--- src/rtl/vdp_pkg.sv ---
// Shared VDP CPU-port types: VRAM map, control commands, status bit and FSM states.
package vdp_pkg;
  localparam int VDP_NREGS = 8;

  localparam int NAME_BASE     = 'h0000;
  localparam int NAME_LIMIT    = 'h03FF;
  localparam int COLOUR_BASE   = 'h0400;
  localparam int COLOUR_LIMIT  = 'h07FF;
  localparam int PATTERN_BASE  = 'h0800;
  localparam int PATTERN_LIMIT = 'h0FFF;

  localparam logic [1:0] CMD_REG   = 2'b10;
  localparam logic [1:0] CMD_WADDR = 2'b01;
  localparam logic [1:0] CMD_RADDR = 2'b00;

  localparam int STATUS_FRAME_BIT = 7;

  typedef enum logic {IDLE, HAVE_BYTE1} ctl_state_t;
  typedef enum logic [1:0] {PF_IDLE, PF_ISSUE, PF_CAPTURE} pf_state_t;
  typedef enum logic [1:0] {TGT_NONE, TGT_NAME, TGT_COLOUR, TGT_PATTERN} vram_tgt_t;

  typedef struct packed {
    vram_tgt_t   tgt;
    logic [10:0] addr;
  } vram_sel_t;
endpackage

--- src/rtl/vdp_vram_decode.sv ---
// Maps a VRAM counter value onto one of the three table RAMs plus its local address.
module vdp_vram_decode
  import vdp_pkg::*;
#(
  parameter int ADDR_W = 14
) (
  input  logic [ADDR_W-1:0] addr,
  output vram_sel_t         sel
);
  int unsigned a;

  always_comb begin
    a        = 32'(addr);
    sel.tgt  = TGT_NONE;
    sel.addr = '0;
    if (a <= NAME_LIMIT) begin
      sel.tgt  = TGT_NAME;
      sel.addr = 11'(a - NAME_BASE);
    end else if (a <= COLOUR_LIMIT) begin
      sel.tgt  = TGT_COLOUR;
      sel.addr = 11'(a - COLOUR_BASE);
    end else if (a <= PATTERN_LIMIT) begin
      sel.tgt  = TGT_PATTERN;
      sel.addr = 11'(a - PATTERN_BASE);
    end
  end
endmodule

--- src/rtl/vdp_cpu_port.sv ---
// VDP host port: VRAM writes/readback, control registers R0-R7, status byte and frame IRQ.
// Define VDP_READBACK_EN to build the read-ahead buffer and prefetch FSM.
module vdp_cpu_port
  import vdp_pkg::*;
#(
  parameter int ADDR_W = 14,
  parameter int NREGS  = VDP_NREGS
) (
  input  logic               clk,
  input  logic               reset,
  input  logic               cpu_wr,
  input  logic               cpu_rd,
  input  logic               cpu_mode,
  input  logic [7:0]         cpu_wdata,
  output logic [7:0]         cpu_rdata,
  output logic [9:0]         name_waddr,
  output logic [7:0]         name_wdata,
  output logic               name_we,
  output logic [10:0]        pattern_waddr,
  output logic [7:0]         pattern_wdata,
  output logic               pattern_we,
  output logic [9:0]         colour_waddr,
  output logic [7:0]         colour_wdata,
  output logic               colour_we,
  output logic               vram_rd_en,
  output logic [ADDR_W-1:0]  vram_rd_addr,
  input  logic [7:0]         vram_rd_data,
  input  logic               frame_pulse,
  output logic [NREGS*8-1:0] vdp_regs,
  output logic               irq
);
  ctl_state_t        ctl_state;
  logic [7:0]        byte1;
  logic [ADDR_W-1:0] addr;
  logic              frame_flag;
  logic              pf_ok, wr, rd, data_wr, ctl_wr, data_rd, stat_rd, cmd_valid;
  logic [ADDR_W-1:0] cmd_addr;
  logic [7:0]        rd_buf;
  vram_sel_t         wsel;

  vdp_vram_decode #(.ADDR_W(ADDR_W)) u_decode (.addr(addr), .sel(wsel));

  // A write wins over a simultaneous read; anything arriving mid-prefetch is dropped.
  assign wr        = cpu_wr & pf_ok;
  assign rd        = cpu_rd & ~cpu_wr & pf_ok;
  assign data_wr   = wr & ~cpu_mode;
  assign ctl_wr    = wr & cpu_mode;
  assign data_rd   = rd & ~cpu_mode;
  assign stat_rd   = rd & cpu_mode;
  assign cmd_valid = ctl_wr && (ctl_state == HAVE_BYTE1);
  assign cmd_addr  = ADDR_W'({cpu_wdata[5:0], byte1});
  assign irq       = frame_flag & vdp_regs[8 + 5];

`ifdef VDP_READBACK_EN
  pf_state_t         pf_state;
  logic              pf_go;
  logic [ADDR_W-1:0] pf_addr;

  assign pf_ok   = (pf_state == PF_IDLE);
  assign pf_go   = data_rd | (cmd_valid && (cpu_wdata[7:6] == CMD_RADDR));
  assign pf_addr = data_rd ? addr + 1'b1 : cmd_addr;

  always_ff @(posedge clk) begin
    if (reset) begin
      pf_state     <= PF_IDLE;
      rd_buf       <= '0;
      vram_rd_en   <= 1'b0;
      vram_rd_addr <= '0;
    end else begin
      case (pf_state)
        PF_ISSUE: begin
          pf_state   <= PF_CAPTURE;
          vram_rd_en <= 1'b0;
        end
        PF_CAPTURE: begin
          pf_state <= PF_IDLE;
          rd_buf   <= vram_rd_data;
        end
        default: begin
          if (pf_go) begin
            pf_state     <= PF_ISSUE;
            vram_rd_en   <= 1'b1;
            vram_rd_addr <= pf_addr;
          end
          if (data_wr) rd_buf <= cpu_wdata;
        end
      endcase
    end
  end
`else
  logic unused_rd_data;

  assign pf_ok          = 1'b1;
  assign rd_buf         = '0;
  assign vram_rd_en     = 1'b0;
  assign vram_rd_addr   = '0;
  assign unused_rd_data = ^vram_rd_data;
`endif

  always_ff @(posedge clk) begin
    if (reset) begin
      ctl_state     <= IDLE;
      byte1         <= '0;
      addr          <= '0;
      frame_flag    <= 1'b0;
      cpu_rdata     <= '0;
      vdp_regs      <= '0;
      name_we       <= 1'b0;
      name_waddr    <= '0;
      name_wdata    <= '0;
      colour_we     <= 1'b0;
      colour_waddr  <= '0;
      colour_wdata  <= '0;
      pattern_we    <= 1'b0;
      pattern_waddr <= '0;
      pattern_wdata <= '0;
    end else begin
      name_we    <= 1'b0;
      colour_we  <= 1'b0;
      pattern_we <= 1'b0;
      if (frame_pulse) frame_flag <= 1'b1;
      if (data_wr | data_rd | stat_rd) ctl_state <= IDLE;

      if (data_wr) begin
        case (wsel.tgt)
          TGT_NAME: begin
            name_we    <= 1'b1;
            name_waddr <= wsel.addr[9:0];
            name_wdata <= cpu_wdata;
          end
          TGT_COLOUR: begin
            colour_we    <= 1'b1;
            colour_waddr <= wsel.addr[9:0];
            colour_wdata <= cpu_wdata;
          end
          TGT_PATTERN: begin
            pattern_we    <= 1'b1;
            pattern_waddr <= wsel.addr;
            pattern_wdata <= cpu_wdata;
          end
          default: ;
        endcase
        addr <= addr + 1'b1;
      end

      if (ctl_wr) begin
        if (ctl_state == IDLE) begin
          byte1     <= cpu_wdata;
          ctl_state <= HAVE_BYTE1;
        end else begin
          ctl_state <= IDLE;
          // Read setup loads the address too; the prefetch side is handled above.
          case (cpu_wdata[7:6])
            CMD_REG:
              if (int'(cpu_wdata[2:0]) < NREGS)
                vdp_regs[int'(cpu_wdata[2:0])*8 +: 8] <= byte1;
            CMD_WADDR, CMD_RADDR: addr <= cmd_addr;
            default: ;
          endcase
        end
      end

      if (data_rd) begin
        cpu_rdata <= rd_buf;
        addr      <= addr + 1'b1;
      end

      if (stat_rd) begin
        cpu_rdata                   <= '0;
        cpu_rdata[STATUS_FRAME_BIT] <= frame_flag;
        if (!frame_pulse) frame_flag <= 1'b0;
      end
    end
  end
endmodule

--- config.mk ---
export PLATFORM = sky130hd
export DESIGN_NAME = vdp_cpu_port
export DESIGN_NICKNAME = d
export VERILOG_FILES = /design/src/rtl/vdp_pkg.sv /design/src/rtl/vdp_vram_decode.sv /design/src/rtl/vdp_cpu_port.sv
export SDC_FILE = /design/constraint.sdc
export NUM_CORES = 1
export LEC_CHECK = 0
export CAP_MARGIN = 20
export CORE_MARGIN = 2
export CORE_UTILIZATION = 52
export CTS_CLUSTER_DIAMETER = 30
export DETAILED_ROUTE_END_ITERATION = 7
export GPL_TIMING_DRIVEN = 0
export PLACE_DENSITY = 0.86
export SETUP_SLACK_MARGIN = 0.1
export SYNTH_ARGS = -nofsm -noshare
export SYNTH_HDL_FRONTEND = slang
export SYNTH_SLANG_ARGS = --single-unit
--- constraint.sdc ---
create_clock -name clk -period 5.9 [get_ports clk]
set_input_delay 0.59 -clock clk [delete_from_list [all_inputs] [get_ports clk]]
set_output_delay 0.59 -clock clk [all_outputs]
set_load 0.1 [all_outputs]
# Yosys cells after proc, flatten, opt, wreduce, memory -nomap -nowiden
# Index checks and enable logic that the tools add are counted.
# W data, S select, Z words.
[totals] rom_bits=0 word_cells=71 mem_count=0 ff_bits=147 ramBits=0 latch_bits=0
[classes] n_mul=0 muxes=20 n_lt_le_gt_ge=3 n_reduce_logical=10 n_shift=2 bitwise_logic=12 eq_ne=5 add_sub_neg=4 div_mod_pow=0
[op_table] operator="$mux W14" n=5
[op_table] operator="$bwmux W64" n=1
[op_table] operator="$shift A8 B33 Y64 const A" n=1
[op_table] operator="$shiftx A8 B33 Y64" n=1
[op_table] operator="$mux W13" n=3
[op_table] operator="$neg A6 Y33" n=1
[op_table] operator="$mux W8" n=2
[op_table] operator="$add A14 B1 Y14 const B" n=1
[op_table] operator="$le A14 B10 Y1 const B" n=1
[op_table] operator="$le A14 B11 Y1 const B" n=1
[op_table] operator="$le A14 B12 Y1 const B" n=1
[op_table] operator="$sub A11 B1 Y11 const B" n=1
[op_table] operator="$sub A11 B11 Y11 const B" n=1
[op_table] operator="$mux W1" n=9
[op_table] operator="$reduce_and A2 Y1" n=4
[op_table] operator="$and A1 B1 Y1" n=6
[op_table] operator="$eq A2 B2 Y1 const B" n=3
[op_table] operator="$eq A2 B1 Y1 const B" n=2
[op_table] operator="$not A1 Y1" n=4
[op_table] operator="$reduce_bool A2 Y1" n=2
[op_table] operator="$reduce_or A2 Y1" n=2
[op_table] operator="$reduce_and A3 Y1" n=1
[op_table] operator="$logic_not A2 Y1" n=1
[op_table] operator="$or A1 B1 Y1" n=2

# Longest topological paths before layout
[depth] word_depth=7 depth_mapped=11 depth_no_buf=8

# Modules after synthesis
# Synthesis repeated with hierarchy kept, for this count alone.
[hier_totals] hier_cells=766 area_unflattened_um2=6232.2
[by_module_without_submodules] mod="vdp_cpu_port" seq_area_each_um2=2942.8 n_inst=1 cells_each=750 area_per_inst_um2=6117.1
[by_module_without_submodules] mod="vdp_vram_decode" seq_area_each_um2=0.0 n_inst=1 cells_each=16 area_per_inst_um2=115.1

# Worst setup path before layout
# No wires, ideal clock.
[synth_path] path_kind="input port to flip-flop" startpoint="in cpu_wdata[1]" endpoint="reg vdp_regs[38]" t_required_ns=5.782 path_buffers=3 setup_slack_ns=3.370 arrival_ns=2.411 stages=11 cell_sequence="buf_4 > inv_1 > ha_1 > ha_1 > o31a_2 > nand3_4 > or4_1 > buf_6 > buf_12 > nand3b_2 > o21ai_2"
[synth_via] elab_chain_len=3
[synth_lines] element="start: declaration" line_no="vdp_cpu_port.sv:14" source="input logic [7:0] cpu_wdata,"
[synth_lines] element="$neg A6 Y33 (*)" line_no="vdp_cpu_port.sv:156" source="vdp_regs[int'(cpu_wdata[2:0])*8 +: 8] <= byte1;"
[synth_lines] element="$shiftx A8 B33 Y64 or $shift A8 B33 Y64 (tied branches)" line_no="vdp_cpu_port.sv:156"
[synth_lines] element="$bwmux W64 (*)" line_no="vdp_cpu_port.sv:156"
[synth_lines] element="end signal: indexed assignment" line_no="vdp_cpu_port.sv:156"
[synth_lines] element="end: declaration" line_no="vdp_cpu_port.sv:29" source="output logic [NREGS*8-1:0] vdp_regs,"
# Mark *: on every way between the ends. The rest lies on a longest branch, timed or not.
# A chain may end at the register's enable or synchronous reset.

# Final worst setup path
[layout_path] startpoint="in cpu_wdata[0]" endpoint="reg vdp_regs[24]"
# The elaborated chain is that of the path after synthesis.

==> flow_metrics.tcl <==
set metrics [dict create \
    p_switching_uw 614 \
    cts.path.max_buffers 2 \
    clock-sinks 147 \
    drt-total-wl_um 17100 \
    nFillCells 864 \
    tns_ns 0 \
    clock_latency_ns 0.42 \
    ant_nets 0 \
    cts_max_level 4 \
    avgSynthCellArea_um2 8.64 \
    slew_headroom_pct 30.9 \
    vias_per_cell 5.48 \
    combPwrFrac_pct 9.7 \
    cts_buffers 17 \
    intPower_mw 1.82 \
    design.core.area_um2 11400 \
    critPathLaunch "cpu_wdata[0]" \
    cp-endpoint "vdp_regs[24]" \
    critPathArrivalTime_ns 3.25 \
    p_per_area_nw_per_um2 292 \
    fin_nets 905 \
    post_cts_buffers 0 \
    groute.usage.overall_pct 26.5 \
    leakagePower_nw 3.17 \
    ys_seq_elements 147 \
    ys_seq_area_share_pct 48.2 \
    fin_util_pct 73.1 \
    ys_async_sr_fraction_pct 0 \
    status "finished, final reports clean" \
    hpwl_um 11400 \
    path_clk_slew_ns 0.06 \
    drv_slew 0 \
    synth.distinct_cells 57 \
    crit_type "input port to register" \
    antenna-diode-count 0 \
    final_common_cell "dfxtp_1" \
    cts_tree "yes" \
    initial_core_util_pct 53.5 \
    io_buffers 133 \
    grt_max_degree 17 \
    ys.flop_type "dfxtp_1" \
    yosys_warnings 0 \
    synth_area_um2 6110 \
    post-route-min-period_ns 2.97 \
    reg2reg_from "addr[2]" \
    maxCapViolations 0 \
    rsz0062_at_grt "false" \
    min-delay-start "name_waddr[4]" \
    p_clk_share_pct 48.5 \
    layout_common_cells "147 x dfxtp_1, 133 x clkdlybuf4s50_1, 130 x nand2_1, 69 x nor2_1, 69 x a21oi_1" \
    synth_edf_count 0 \
    timing.hold.worst_path_depth 2 \
    worst_hold_path_type "register to register" \
    peakVddDrop_v 0.000245 \
    r2r_end "addr[13]" \
    synthCells 707 \
    post_cts_resized 0 \
    die_area_um2 12600 \
    tightest_slew_ns 1.03 \
    required_ns 6.18 \
    drive_above_1_share_pct 11.1 \
    r2r_cells 6 \
    drc 0 \
    die_h_um 112 \
    overflow 0 \
    dr.first_iter.drc_count 482 \
    wire_per_inst_um 16.5 \
    die_x_um 112 \
    hold_buffers 0 \
    r2r_slack_ns 3.93 \
    hold_viol 0 \
    io_pins 168 \
    antenna_found_initial 0 \
    start_kind "input port" \
    area_growth_pct 36.7 \
    seq_power_share_pct 41.7 \
    root_buffer "clkbuf_16" \
    pre_cts_slack_ns 2.64 \
    gp_congestion 0.911 \
    grt_pass1_vias 5237 \
    clock_skew_ns 0.00837 \
    rows 39 \
    fin_crit_sh_pct 50.4 \
    end_kind "register" \
    final-setup-viol-count 0 \
    fmax_mhz 336 \
    cp_max_fo 10 \
    swShare_pct 25.2 \
    grt_pass1_wl_um 26600 \
    num_vias 5674 \
    finalWorstSetupSlack_ns 2.93 \
    dr.pass1.iters 6 \
]
## per-stage QoR
stage | total power, mW | cell area [µm²] | hold WS, ns | std cells
floorplan | 1.22 | 6180 | 0.466 | 728
global placement | 1.27 | 7690 | 0.442 | 1004
detailed placement | 1.27 | 7690 | 0.447 | 1004
CTS | 2.43 | 8350 | 0.454 | 1036
global route | 2.49 | 8350 | 0.470 | 1036
finish | 2.43 | 8350 | 0.452 | 1036
## power by group through the flow
stage          Sequential [mW]  Clock [mW]  Combinational (mW)
4_1_cts                   1.01        1.18               0.233
3_3_place_gp              1.04           0               0.230
6_report                  1.02        1.18               0.237
2_1_floorplan             1.07           0               0.148
3_5_place_dp              1.04           0               0.231
5_1_grt                   1.02        1.22               0.248
## layout make-up
type | count | area (µm²) | area share (%)
Sequential cell | 147 | 2940 | 35.3
Multi-Input combinational cell | 496 | 2770 | 33.2
Timing Repair Buffer | 133 | 1330 | 16.0
Buffer | 81 | 457 | 5.47
Clock buffer | 19 | 443 | 5.31
Clock inverter | 13 | 208 | 2.49
Tap cell | 143 | 179 | 2.14
Inverter | 4 | 15.0 | 0.180
## worst min-delay path by stage
stage / slack (ns) / end
after global routing: 0.47 / colour_waddr[1]
after CTS: 0.45 / colour_waddr[1]
after global placement: 0.44 / colour_wdata[7]
after detailed placement: 0.45 / colour_waddr[1]
after floorplan: 0.47 / frame_flag
final: 0.45 / name_waddr[4]
## worst max-delay path, cell delays in order
cell and delay (ns):
clkdlybuf4s50_1 0.48, buf_4 0.19, inv_2 0.09, ha_1 0.22, ha_1 0.36, o31a_2 0.23
nand3_4 0.10, nor4_4 0.66, mux2i_1 0.28, nor2_1 0.06
## cell families (layout without fill, tap and decap cells)
family | count (synthesis) | count (layout) | synth area share, %
other | 1 | 22 | 0.0614
AOI/OAI and AO/OA | 119 | 119 | 11.7
and+or+nand+nor | 305 | 305 | 24.1
DFF | 147 | 147 | 48.2
muxes | 40 | 40 | 6.56
adders and majority gates | 3 | 3 | 0.615
xor gates and xnor gates | 7 | 7 | 1.00
buffers and inverters | 85 | 250 | 7.73
## Yosys cell counts, types with 3 or more instances
master    instances  area [µm²]
buf_4            30         225
nand4_1           5        31.3
o21ai_2           8        70.1
nor2_1           69         259
o21ai_0          10        50.1
xor2_1            3        26.3
nor4_1            3        18.8
nand2b_1          5        31.3
buf_2            13        65.1
mux2i_1          40         400
dfxtp_1         147        2940
inv_1             3        11.3
clkbuf_1         36         135
nor3_1           10        50.1
nand2_1         130         488
o21ai_1           9        45.0
a21oi_1          69         345
and2_1           11        68.8
ha_1              3        37.5
nand3b_1         25         188
a222oi_1          3        30.0
a22oi_1           3        22.5
xnor2_1           4        35.0
nand3_1          26         130
o22ai_1           4        25.0
## per-layer routing
metal | vias up | GRT usage [%] | part of all wire (%)
met5 | - | 0 | 0
met3 | 52 | 5.51 | 8.5
li1 | 2704 | - | -
met1 | 2616 | 34.6 | 41
met2 | 302 | 43.0 | 48
met4 | 0 | 11.1 | 2.9
## registers in the layout (all words and copies together), names as in the netlist
signal,count
colour_wdata,8
vdp_regs,64
colour_we,1
pattern_wdata,8
pattern_we,1
name_wdata,8
colour_waddr,10
frame_flag,1
cpu_rdata,1
pattern_waddr,11
ctl_state,1
addr,14
name_waddr,10
byte1,8
name_we,1
(Power assumes the default switching activity.)
